### src/rtl/chime_alarm.sv
// Hourly chime and alarm controller: derives second/minute ticks from the BCD
// time of day, runs the IDLE/RING/SNOOZE alarm FSM and gates the tone inputs
// onto the beep envelope and speaker outputs.
module chime_alarm #(
    parameter int unsigned NUM_BEEPS  = 5,
    parameter int unsigned RING_SECS  = 60,
    parameter int unsigned SNOOZE_MIN = 5
) (
    input  logic       CLK,
    input  logic       Reset,
    input  logic [7:0] Hour,
    input  logic [7:0] Minute,
    input  logic [7:0] Second,
    input  logic       _2Hz,
    input  logic       _500Hz,
    input  logic       _1kHz,
    input  logic       ChimeEn,
    input  logic       AlarmEn,
    input  logic [7:0] AlarmHour,
    input  logic [7:0] AlarmMinute,
    input  logic       Snooze,
    input  logic       Stop,
    output logic       ALARM_Radio,
    output logic       Speaker,
    output logic       Ringing,
    output logic       Snoozed
);

    localparam logic [1:0] IDLE   = 2'd0;
    localparam logic [1:0] RING   = 2'd1;
    localparam logic [1:0] SNOOZE = 2'd2;

    // First chime second as BCD, e.g. 8'h55 for five beeps ending at :59.
    localparam logic [3:0] CHIME_TENS  = 4'((60 - NUM_BEEPS) / 10);
    localparam logic [3:0] CHIME_ONES  = 4'((60 - NUM_BEEPS) % 10);
    localparam logic [7:0] CHIME_FIRST = {CHIME_TENS, CHIME_ONES};
    localparam logic [7:0] RING_LOAD   = 8'(RING_SECS);
    localparam logic [5:0] SNOOZE_LOAD = 6'(SNOOZE_MIN);

    logic [1:0] state_q, state_d;
    logic [7:0] ring_cnt_q, ring_cnt_d;
    logic [5:0] snooze_cnt_q, snooze_cnt_d;
    logic [7:0] sec_q;
    logic       armed_q;

    logic       sec_tick;
    logic       min_tick;
    logic       alarm_match;
    logic       chime_win;
    logic       radio_d;
    logic       speaker_d;

    // Tick detection: armed_q masks the first cycle after reset, when sec_q
    // still holds its reset value rather than a real previous Second.
    always_comb begin
        sec_tick    = armed_q && (Second != sec_q);
        min_tick    = sec_tick && (Second == 8'h00);
        alarm_match = (Hour == AlarmHour) && (Minute == AlarmMinute);
        chime_win   = ChimeEn && (Minute == 8'h59) &&
                      (Second >= CHIME_FIRST) && (Second <= 8'h59);
    end

    // Alarm FSM next state and counter updates; counters stop at zero.
    always_comb begin
        state_d      = state_q;
        ring_cnt_d   = ring_cnt_q;
        snooze_cnt_d = snooze_cnt_q;
        if (!AlarmEn) begin
            state_d = IDLE;
        end else begin
            case (state_q)
                IDLE: begin
                    if (min_tick && alarm_match) begin
                        state_d    = RING;
                        ring_cnt_d = RING_LOAD;
                    end
                end
                RING: begin
                    if (Stop) begin
                        state_d = IDLE;
                    end else if (Snooze) begin
                        state_d      = SNOOZE;
                        snooze_cnt_d = SNOOZE_LOAD;
                    end else if (sec_tick && (ring_cnt_q != 8'd0)) begin
                        ring_cnt_d = ring_cnt_q - 8'd1;
                        if (ring_cnt_q == 8'd1) begin
                            state_d = IDLE;
                        end
                    end
                end
                SNOOZE: begin
                    if (Stop) begin
                        state_d = IDLE;
                    end else if (min_tick && (snooze_cnt_q != 6'd0)) begin
                        snooze_cnt_d = snooze_cnt_q - 6'd1;
                        if (snooze_cnt_q == 6'd1) begin
                            state_d    = RING;
                            ring_cnt_d = RING_LOAD;
                        end
                    end
                end
                default: state_d = IDLE;
            endcase
        end
    end

    // Output decode from the upcoming state so the tone outputs line up with
    // Ringing/Snoozed; the alarm tone overrides any chime.
    always_comb begin
        radio_d   = 1'b0;
        speaker_d = 1'b0;
        if (state_d == RING) begin
            radio_d   = _2Hz;
            speaker_d = _2Hz & _1kHz;
        end else if (chime_win) begin
            radio_d   = _2Hz;
            speaker_d = (Second == 8'h59) ? (_2Hz & _1kHz) : (_2Hz & _500Hz);
        end
    end

    // State, counters, stored Second and registered outputs.
    always_ff @(posedge CLK) begin
        if (Reset) begin
            state_q      <= IDLE;
            ring_cnt_q   <= '0;
            snooze_cnt_q <= '0;
            sec_q        <= 8'h00;
            armed_q      <= 1'b0;
            ALARM_Radio  <= 1'b0;
            Speaker      <= 1'b0;
            Ringing      <= 1'b0;
            Snoozed      <= 1'b0;
        end else begin
            state_q      <= state_d;
            ring_cnt_q   <= ring_cnt_d;
            snooze_cnt_q <= snooze_cnt_d;
            sec_q        <= Second;
            armed_q      <= 1'b1;
            ALARM_Radio  <= radio_d;
            Speaker      <= speaker_d;
            Ringing      <= (state_d == RING);
            Snoozed      <= (state_d == SNOOZE);
        end
    end

endmodule
### config.mk
export PLATFORM = sky130hd
export DESIGN_NAME = chime_alarm
export DESIGN_NICKNAME = d
export VERILOG_FILES = /design/src/rtl/chime_alarm.sv
export SDC_FILE = /design/constraint.sdc
export NUM_CORES = 1
export LEC_CHECK = 0
export CAP_MARGIN = 20
export CORE_MARGIN = 4
export CORE_UTILIZATION = 30
export CTS_CLUSTER_DIAMETER = 200
export DETAILED_ROUTE_END_ITERATION = 12
export PLACE_DENSITY_LB_ADDON = 0.3
export SLEW_MARGIN = 15
export SYNTH_ARGS = -nofsm -noshare
export SYNTH_HDL_FRONTEND = slang
export SYNTH_SLANG_ARGS = --single-unit
### constraint.sdc
create_clock -name CLK -period 3.53 [get_ports CLK]
set_input_delay 0.706 -clock CLK [delete_from_list [all_inputs] [get_ports CLK]]
set_output_delay 0.706 -clock CLK [all_outputs]
set_load 0.03 [all_outputs]
### Yosys cells after proc, flatten, opt, wreduce, memory -nomap -nowiden

Cells that the tools add are included.
Widths: inputs -> output; s select.

* add/subtract/negate cells: 2
* $lt $le $gt $ge: 2
* equality and inequality tests: 19
* mux-type cells: 29
* bitwise operators: 2
* reductions and logical operators: 17

Operators with widths (number)
* $mux 8: 7
* $mux 6: 4
* $pmux 8 s3: 1
* $mux 2: 9
* $eq 8x7->1 const B: 2
* $eq 8x8->1: 2
* $ne 2x2->1 const B: 8
* $pmux 6 s2: 1
* $logic_and 1x1->1: 9
* $reduce_and 9->1: 1
* $eq 8x1->1 const B: 1
* $ge 8x7->1 const B: 1
* $le 8x7->1 const B: 1
* $logic_not 8->1: 1
* $ne 8x8->1: 1
* $reduce_bool 8->1: 1
* $sub 8x1->8 const B: 1
* $eq 6x1->1 const B: 1
* $mux 1: 6
* $pmux 2 s3: 1
* $reduce_and 6->1: 1
* $reduce_bool 6->1: 1
* $sub 6x1->6 const B: 1
* $eq 2x1->1 const B: 2
* other kinds (5): 7

* register bits: 29
* input port bits: 49
* output and inout port bits: 4
* logic and storage cells: 80

### Depth between registers and ports, before layout

Gate-level depths: netlist of run 1.

* depth in word-level cells: 10
* gate-level depth with buffers: 9
* depth with buffers taken out: 8

### Worst setup path before layout of run 1

Ideal clock, no wire load.

* path type: input-to-reg
* start: input AlarmMinute[7]
* end: register ring_cnt_q[5]
* library setup time: 74 ps
* data arrival time: 2362 ps
* required time: 3456 ps
* path slack: 1093 ps
* stages on the path: 6
* path buffers: 0
* path through: xor2_1 -> or4_1 -> o31ai_1 -> o2111ai_1 -> or4_1 -> a31oi_1

* word-level cells in the longest chain between the ends: 5

RTL lines
* start: declaration: RTL line 20 `input logic [7:0] AlarmMinute,`
* $eq 8x8->1: RTL line 58 `alarm_match = (Hour == AlarmHour) && (Minute == AlarmMinute);`
* $logic_and 1x1->1: RTL line 58
* $logic_and 1x1->1: RTL line 73 `if (min_tick && alarm_match) begin`
* $ne 2x2->1 (no line)
* $reduce_and 9->1 (no line)
* end signal: assignment: RTL line 135 `ring_cnt_q <= ring_cnt_d;`
* end: declaration: RTL line 41 `logic [7:0] ring_cnt_q, ring_cnt_d;`

Every way passes these cells.
A chain may end at the register's enable or synchronous reset.

### Final worst setup path of run 1

Ends and elaborated chain as after synthesis.

==> results of run 1 <==
## path summary, 6_finish.rpt
kind / start / to / slack [ps] / cells past startpoint
worst max-delay path: AlarmMinute[7] / ring_cnt_q[5] / 740 / 8
worst min-delay path: ring_cnt_q[1] / ring_cnt_q[1] / 460 / 2
worst max register to register: snooze_cnt_q[3] / ring_cnt_q[5] / 1260 / 6
worst min register to register: ring_cnt_q[1] / ring_cnt_q[1] / 460 / 2
## per-layer routing
layer | vias to the layer above | track usage, % | wire, microns
li1 | 887 | - | -
met1 | 768 | 15.0 | 2020
met2 | 63 | 21.3 | 1990
met3 | 2 | 4.02 | 339
met4 | 0 | 3.74 | 27
met5 | - | 0 | 0
## logic make-up (layout without fill, tap and decap cells)
family,after synthesis,after routing
buf+inv,12,73
compound gates,47,47
xor+xnor,28,28
simple gates,85,85
flops,29,29
fa+ha+maj,6,6
## critical path: stages
cell and delay [ps]:
sky130_fd_sc_hd__clkdlybuf4s50_1 420, sky130_fd_sc_hd__xor2_1 180, sky130_fd_sc_hd__or4_1 500, sky130_fd_sc_hd__o31ai_1 200
sky130_fd_sc_hd__o2111ai_1 140, sky130_fd_sc_hd__buf_4 210, sky130_fd_sc_hd__or4_1 470, sky130_fd_sc_hd__a31oi_1 160
## area by class of cell
cell class / instances / area, sq um / share of cell area [%]
flip-flops and latches: 29 / 581 / 23.2
clock inverters: 1 / 30.0 / 1.20
well taps: 72 / 90.1 / 3.60
repair buffers: 58 / 566 / 22.6
inverters: 7 / 26.3 / 1.05
clock buffers: 7 / 86.3 / 3.45
multi-input cells: 166 / 1120 / 44.9
## per-stage QoR
| stage | power (mW) | area [sq um] | util (%) | setup slack [ps] |
|---|---|---|---|---|
| floorplan | 0.384 | 1760 | - | 1090 |
| global placement | 0.461 | 2390 | 42.8 | 477 |
| detailed placement | 0.461 | 2390 | 42.8 | 434 |
| CTS | 0.816 | 2500 | 44.9 | 716 |
| global route | 0.841 | 2500 | 44.9 | 518 |
| finish | 0.805 | 2500 | 44.9 | 744 |
## cells in the mapped netlist, types with 3 or more instances
cell,count
sky130_fd_sc_hd__dfxtp_1,29
sky130_fd_sc_hd__xor2_1,17
sky130_fd_sc_hd__nor2_1,16
sky130_fd_sc_hd__a21oi_1,12
sky130_fd_sc_hd__nor2b_1,11
sky130_fd_sc_hd__xnor2_1,11
sky130_fd_sc_hd__nand2_1,10
sky130_fd_sc_hd__inv_1,7
sky130_fd_sc_hd__nand4_1,7
sky130_fd_sc_hd__nor4_1,7
sky130_fd_sc_hd__ha_1,6
sky130_fd_sc_hd__nand3_1,6
sky130_fd_sc_hd__or3_1,6
sky130_fd_sc_hd__a211oi_1,5
sky130_fd_sc_hd__o21ai_0,4
sky130_fd_sc_hd__o31ai_1,4
sky130_fd_sc_hd__and3_1,3
sky130_fd_sc_hd__clkbuf_1,3
sky130_fd_sc_hd__nand2b_1,3
sky130_fd_sc_hd__nand4b_1,3
sky130_fd_sc_hd__nor3_1,3
sky130_fd_sc_hd__o2111ai_1,3
sky130_fd_sc_hd__o21ai_1,3
sky130_fd_sc_hd__or4_1,3
## power breakdown
group	total [mW]	internal, mW	leakage [nW]	switching, mW
clock	0.352	0.230	0.0585	0.122
sequential	0.336	0.333	0.236	0.00279
combinational	0.118	0.0721	0.598	0.0456
total	0.805	0.635	0.893	0.170
## sequential cells by signal, summed over array words and instances (netlist names)
| name | count |
|---|---|
| armed_q | 1 |
| state_q | 2 |
| ring_cnt_q | 8 |
| sec_q | 8 |
| Ringing | 1 |
| Snoozed | 1 |
| Speaker | 1 |
| snooze_cnt_q | 6 |
| ALARM_Radio | 1 |
## cells in the final DEF, fill, tap and decap left out, types with 10 or more instances in the layout
| cell type | synthesis | layout |
|---|---|---|
| sky130_fd_sc_hd__clkdlybuf4s50_1 | 0 | 52 |
| sky130_fd_sc_hd__dfxtp_1 | 29 | 29 |
| sky130_fd_sc_hd__xor2_1 | 17 | 17 |
| sky130_fd_sc_hd__nor2_1 | 16 | 16 |
| sky130_fd_sc_hd__a21oi_1 | 12 | 12 |
| sky130_fd_sc_hd__nor2b_1 | 11 | 11 |
| sky130_fd_sc_hd__xnor2_1 | 11 | 11 |
| sky130_fd_sc_hd__nand2_1 | 10 | 10 |
==> flow_summary.json, run 1 <==
{
  "synth-compound-area-share_pct": 18.6,
  "dp_hpwl_microns": 3610,
  "clock-sinks": 29,
  "number_of_nets_with_antenna_violations_after_detailed_routing": 0,
  "synth_nets": 262,
  "dr_vias_cell": 5.06,
  "floorplan.die.height_microns": 84.5,
  "synth-adder-area-share_pct": 4.28,
  "track_usage_pct": 12.5,
  "core_region_area_sq_um": 5570,
  "syn_inst": 207,
  "cts-resized-gates": 0,
  "fin_tns_setup_ps": 0,
  "ctsLongestPathBuffers": 2,
  "route.detailed.drc": 0,
  "synthesis.area_sq_um": 1760,
  "area_delta_synth_final_pct": 42.6,
  "post-cts-setup-buffers": 0,
  "synth_area_leaders": "sky130_fd_sc_hd__dfxtp_1 33%, sky130_fd_sc_hd__xor2_1 8.5%, sky130_fd_sc_hd__xnor2_1 5.5%, sky130_fd_sc_hd__ha_1 4.3%, sky130_fd_sc_hd__nor2b_1 3.9%",
  "synth.mux.area_fraction_pct": 0,
  "share_of_the_synthesized_netlist_area_taken_by_xor_and_xnor_gates_pct": 14.0,
  "synth_top_family_by_area": "simple AND/OR/NAND/NOR gates",
  "run_status": "completed",
  "synthSimpleGateAreaFrac_pct": 27.2,
  "rsz0062_at_grt": "no",
  "finalHoldViolCount": 0,
  "drt_first_iter_violations": 81,
  "gp_congestion": 0.801,
  "place.detailed.instances": 332,
  "setup_violations": 0,
  "globalRouteOverflowTotal": 0,
  "drt_first_pass_iters": 4,
  "path_clk_slew_ps": 60,
  "drive_gt1_share_pct": 5.60,
  "synth.yosys.seq_area_share_pct": 33.1,
  "cts-buffers-inserted": 5,
  "cts_hold_repair.buffers": 0,
  "syn-mean-instance-area_sq_um": 8.48,
  "antenna_cells": 0,
  "worst_skew_pair.late_latency_ps": 280,
  "finalCriticalPeriod_ps": 2790,
  "synth-async-reset-ratio_pct": 0,
  "yosysWarnings": 0,
  "critical_setup_path_kind": "input port to register",
  "vdd.ir_drop.worst_mv": 0.197,
  "total_leakage_power_nw": 0.893,
  "critical_path_peak_fanout": 15,
  "cts_tree": "built",
  "cts_root_buf": "sky130_fd_sc_hd__clkbuf_8",
  "postSynth.topFlopCell": "sky130_fd_sc_hd__dfxtp_1",
  "die_x_microns": 84.5,
  "netlist.area_leader.share_pct": 33.1,
  "worst_pin_slew_ps": 669,
  "maxSlewViolCount": 0,
  "drv.max_cap_violation_count": 0,
  "effective_utilization_at_floorplan_pct": 31.5,
  "pwr_density_cell_nw_per_um2": 322,
  "port_buffer_count": 52,
  "cts_max_level": 2,
  "critical_path.endpoint_type": "register",
  "grt_pass1_vias": 1675,
  "synth_largest_area_cell": "sky130_fd_sc_hd__dfxtp_1",
  "finalHoldWorstSlack_ps": 455,
  "synth_cell_types": 44,
  "pin_count_of_the_biggest_net_entering_global_routing": 19,
  "grt_pass1_wl_microns": 7410,
  "worst_clock_skew_ps": 11.0,
  "ys_ff_latch": 29,
  "die-area_sq_um": 7140,
  "startpoint_type": "input port",
  "arrival_ps": 2990,
  "num-fill-cells": 581,
  "floorplan.io_pins": 53,
  "grt_antenna_before_repair": 0,
  "layoutNonFillerInstCount": 340,
  "placement_rows": 27,
  "vias": 1720,
  "relSlewSlack_pct": 55.0,
  "hold_path_class": "register to register",
  "worstPathRequired_ps": 3730,
  "number_of_flops_mapped_to_enable_cells_by_yosys": 0,
  "detail_route.wirelength_microns": 4380,
  "final_min_period_over_clock_period_pct": 78.9,
  "finish.net_count": 322,
  "max_freq_ghz": 0.359,
  "wl_per_cell_microns": 12.9
}
No activity file was read; power rests on OpenSTA's default activity.
==> run 2, diff against run 1 <==
==> constraint.sdc (replaced) <==
create_clock -name CLK -period 2.35 [get_ports CLK]
set_input_delay 0.47 -clock CLK [delete_from_list [all_inputs] [get_ports CLK]]
set_output_delay 0.47 -clock CLK [all_outputs]
set_load 0.03 [all_outputs]
==> run 2 against run 1 <==
Effect of this change: non-clock buffer count up 27; die area unchanged; utilization up 6.7 points; final area up 15%; final cell count up 7.9%; clock skew down 2.5 ps; total power up 53%; clock power up 51%; wire length up 12%; clock-buffer cell count unchanged; hold slack worse by 4.7 ps; critical endpoint unchanged; largest power group unchanged.
==> flow_summary.json, run 2 (synthesis results as in run 1) <==
{
  "floorplan.io_pins": 53,
  "drv.max_cap_violation_count": 0,
  "startpoint_type": "input port",
  "worst_hold_startpoint": "ring_cnt_q[1]",
  "cts_max_level": 2,
  "run_status": "completed",
  "power.switching_fraction_pct": 22.4,
  "rr_endpoint": "Speaker",
  "cts_tree": "built",
  "finalCriticalPeriod_ps": 2260,
  "seq_power_share_pct": 40.8,
  "finish.net_count": 349,
  "hold_end": "ring_cnt_q[1]",
  "die-area_sq_um": 7140,
  "placement_rows": 27,
  "core_region_area_sq_um": 5570,
  "drt_first_iter_violations": 132,
  "worst_clock_skew_ps": 8.48,
  "die_x_microns": 84.5,
  "arrival_ps": 2470,
  "critical_setup_path_kind": "input port to register",
  "critical_path_peak_fanout": 5,
  "gp_congestion": 0.813,
  "final_common_cell": "sky130_fd_sc_hd__buf_4",
  "vias": 1807,
  "antenna_cells": 0,
  "track_usage_pct": 13.7,
  "port_buffer_count": 52,
  "pwr_density_cell_nw_per_um2": 429,
  "setup_violations": 0,
  "vdd.ir_drop.worst_mv": 0.195,
  "critical_path.endpoint_type": "register",
  "total_leakage_power_nw": 1.24,
  "grt_pass1_wl_microns": 8000,
  "detail_route.wirelength_microns": 4910,
  "drive_gt1_share_pct": 23.1,
  "final_min_period_over_clock_period_pct": 96.3,
  "timing.rr.start": "snooze_cnt_q[3]",
  "power.share.clock_pct": 42.9,
  "path_clk_slew_ps": 60,
  "cts-buffers-inserted": 5,
  "route.detailed.drc": 0,
  "relSlewSlack_pct": 68.1,
  "floorplan.die.height_microns": 84.5,
  "fin_util_pct": 51.6,
  "dr_vias_cell": 4.92,
  "globalRouteOverflowTotal": 0,
  "pin_count_of_the_biggest_net_entering_global_routing": 18,
  "finalHoldViolCount": 0,
  "ff2ff_path_depth": 8,
  "setup.reg_to_reg.worst_slack_ps": 250,
  "grt_antenna_before_repair": 0,
  "clock-sinks": 29,
  "wl_per_cell_microns": 13.4,
  "grt_pass1_vias": 1835,
  "area_delta_synth_final_pct": 63.9,
  "number_of_nets_with_antenna_violations_after_detailed_routing": 0,
  "cts_root_buf": "sky130_fd_sc_hd__clkbuf_8",
  "worst_pin_slew_ps": 478,
  "hold_path_class": "register to register",
  "worstPathRequired_ps": 2560,
  "drt_first_pass_iters": 4,
  "ctsLongestPathBuffers": 2,
  "finalHoldWorstSlack_ps": 451,
  "internal-power_mw": 0.959,
  "largestRegisters": "ring_cnt_q (8), sec_q (8), snooze_cnt_q (6)",
  "power.net_switching_mw": 0.276,
  "hold_depth": 2,
  "comb_power_share_pct": 16.2,
  "max_freq_ghz": 0.442,
  "most-common-layout-cells": "31 x sky130_fd_sc_hd__buf_4, 29 x sky130_fd_sc_hd__dfxtp_1, 18 x sky130_fd_sc_hd__dlymetal6s2s_1, 13 x sky130_fd_sc_hd__nor2_1",
  "effective_utilization_at_floorplan_pct": 31.5,
  "maxSlewViolCount": 0,
  "fin_tns_setup_ps": 0,
  "worst_skew_pair.late_latency_ps": 280,
  "dp_hpwl_microns": 3730
}
run 2: critical path: stages:
cell	delay, ps
sky130_fd_sc_hd__dlygate4sd2_1	260
sky130_fd_sc_hd__xor2_2	190
sky130_fd_sc_hd__nor4_2	370
sky130_fd_sc_hd__nand2_4	80
sky130_fd_sc_hd__o31ai_4	260
sky130_fd_sc_hd__o2111ai_4	180
sky130_fd_sc_hd__or4_1	530
sky130_fd_sc_hd__a31oi_1	130
run 2: layout make-up:
type / count / area, sq um
flip-flops and latches: 29 / 581
inverters: 7 / 26.3
repair buffers: 85 / 787
clock inverters: 1 / 30.0
well taps: 72 / 90.1
multi-input cells: 166 / 1280
fillers: 535 / 2700
clock buffers: 7 / 86.3
run 2: power groups by stage:
stage | logic (mW) | registers [mW] | clock network [mW]
floorplan | 0.0628 | 0.514 | 0
global placement | 0.197 | 0.515 | 0
detailed placement | 0.197 | 0.515 | 0
CTS | 0.192 | 0.504 | 0.550
global route | 0.220 | 0.505 | 0.563
finish | 0.201 | 0.505 | 0.530
run 2: worst max path at each step:
stage / startpoint / endpoint / slack, ps
floorplan: AlarmMinute[7] / ring_cnt_q[5] / 150
global placement: Minute[3] / ring_cnt_q[6] / -440
detailed placement: AlarmMinute[7] / ring_cnt_q[6] / -520
CTS: Second[5] / ring_cnt_q[5] / 3
global route: Hour[4] / ring_cnt_q[1] / -20
finish: Hour[4] / ring_cnt_q[5] / 90
run 2: layer usage:
metal,up-vias,GRT usage (%),part of all wire (%)
li1,930,-,-
met1,804,16.4,46
met2,66,22.2,46
met3,7,4.42,7.0
met4,0,6.04,1.9
met5,-,0,0
run 2: timing repair:
action                                  4_1_cts  5_1_grt
hold buffers                                  0        0
setup buffers                                 2        2
cloned                                        0        1
endpoints found under the hold margin         0        0
gates resized for setup                      34       56
pin swaps                                    15       27
endpoints found under the setup margin       11       13
run 2: metrics by stage:
stage / instances / area [sq um] / power, mW / setup slack [ps]
after floorplan: 207 / 1760 / 0.577 / 149
after global placement: 354 / 2550 / 0.712 / -440
after detailed placement: 354 / 2550 / 0.712 / -525
after CTS: 364 / 2720 / 1.25 / 3.37
after global routing: 367 / 2880 / 1.29 / -23.7
final: 367 / 2880 / 1.24 / 86.9
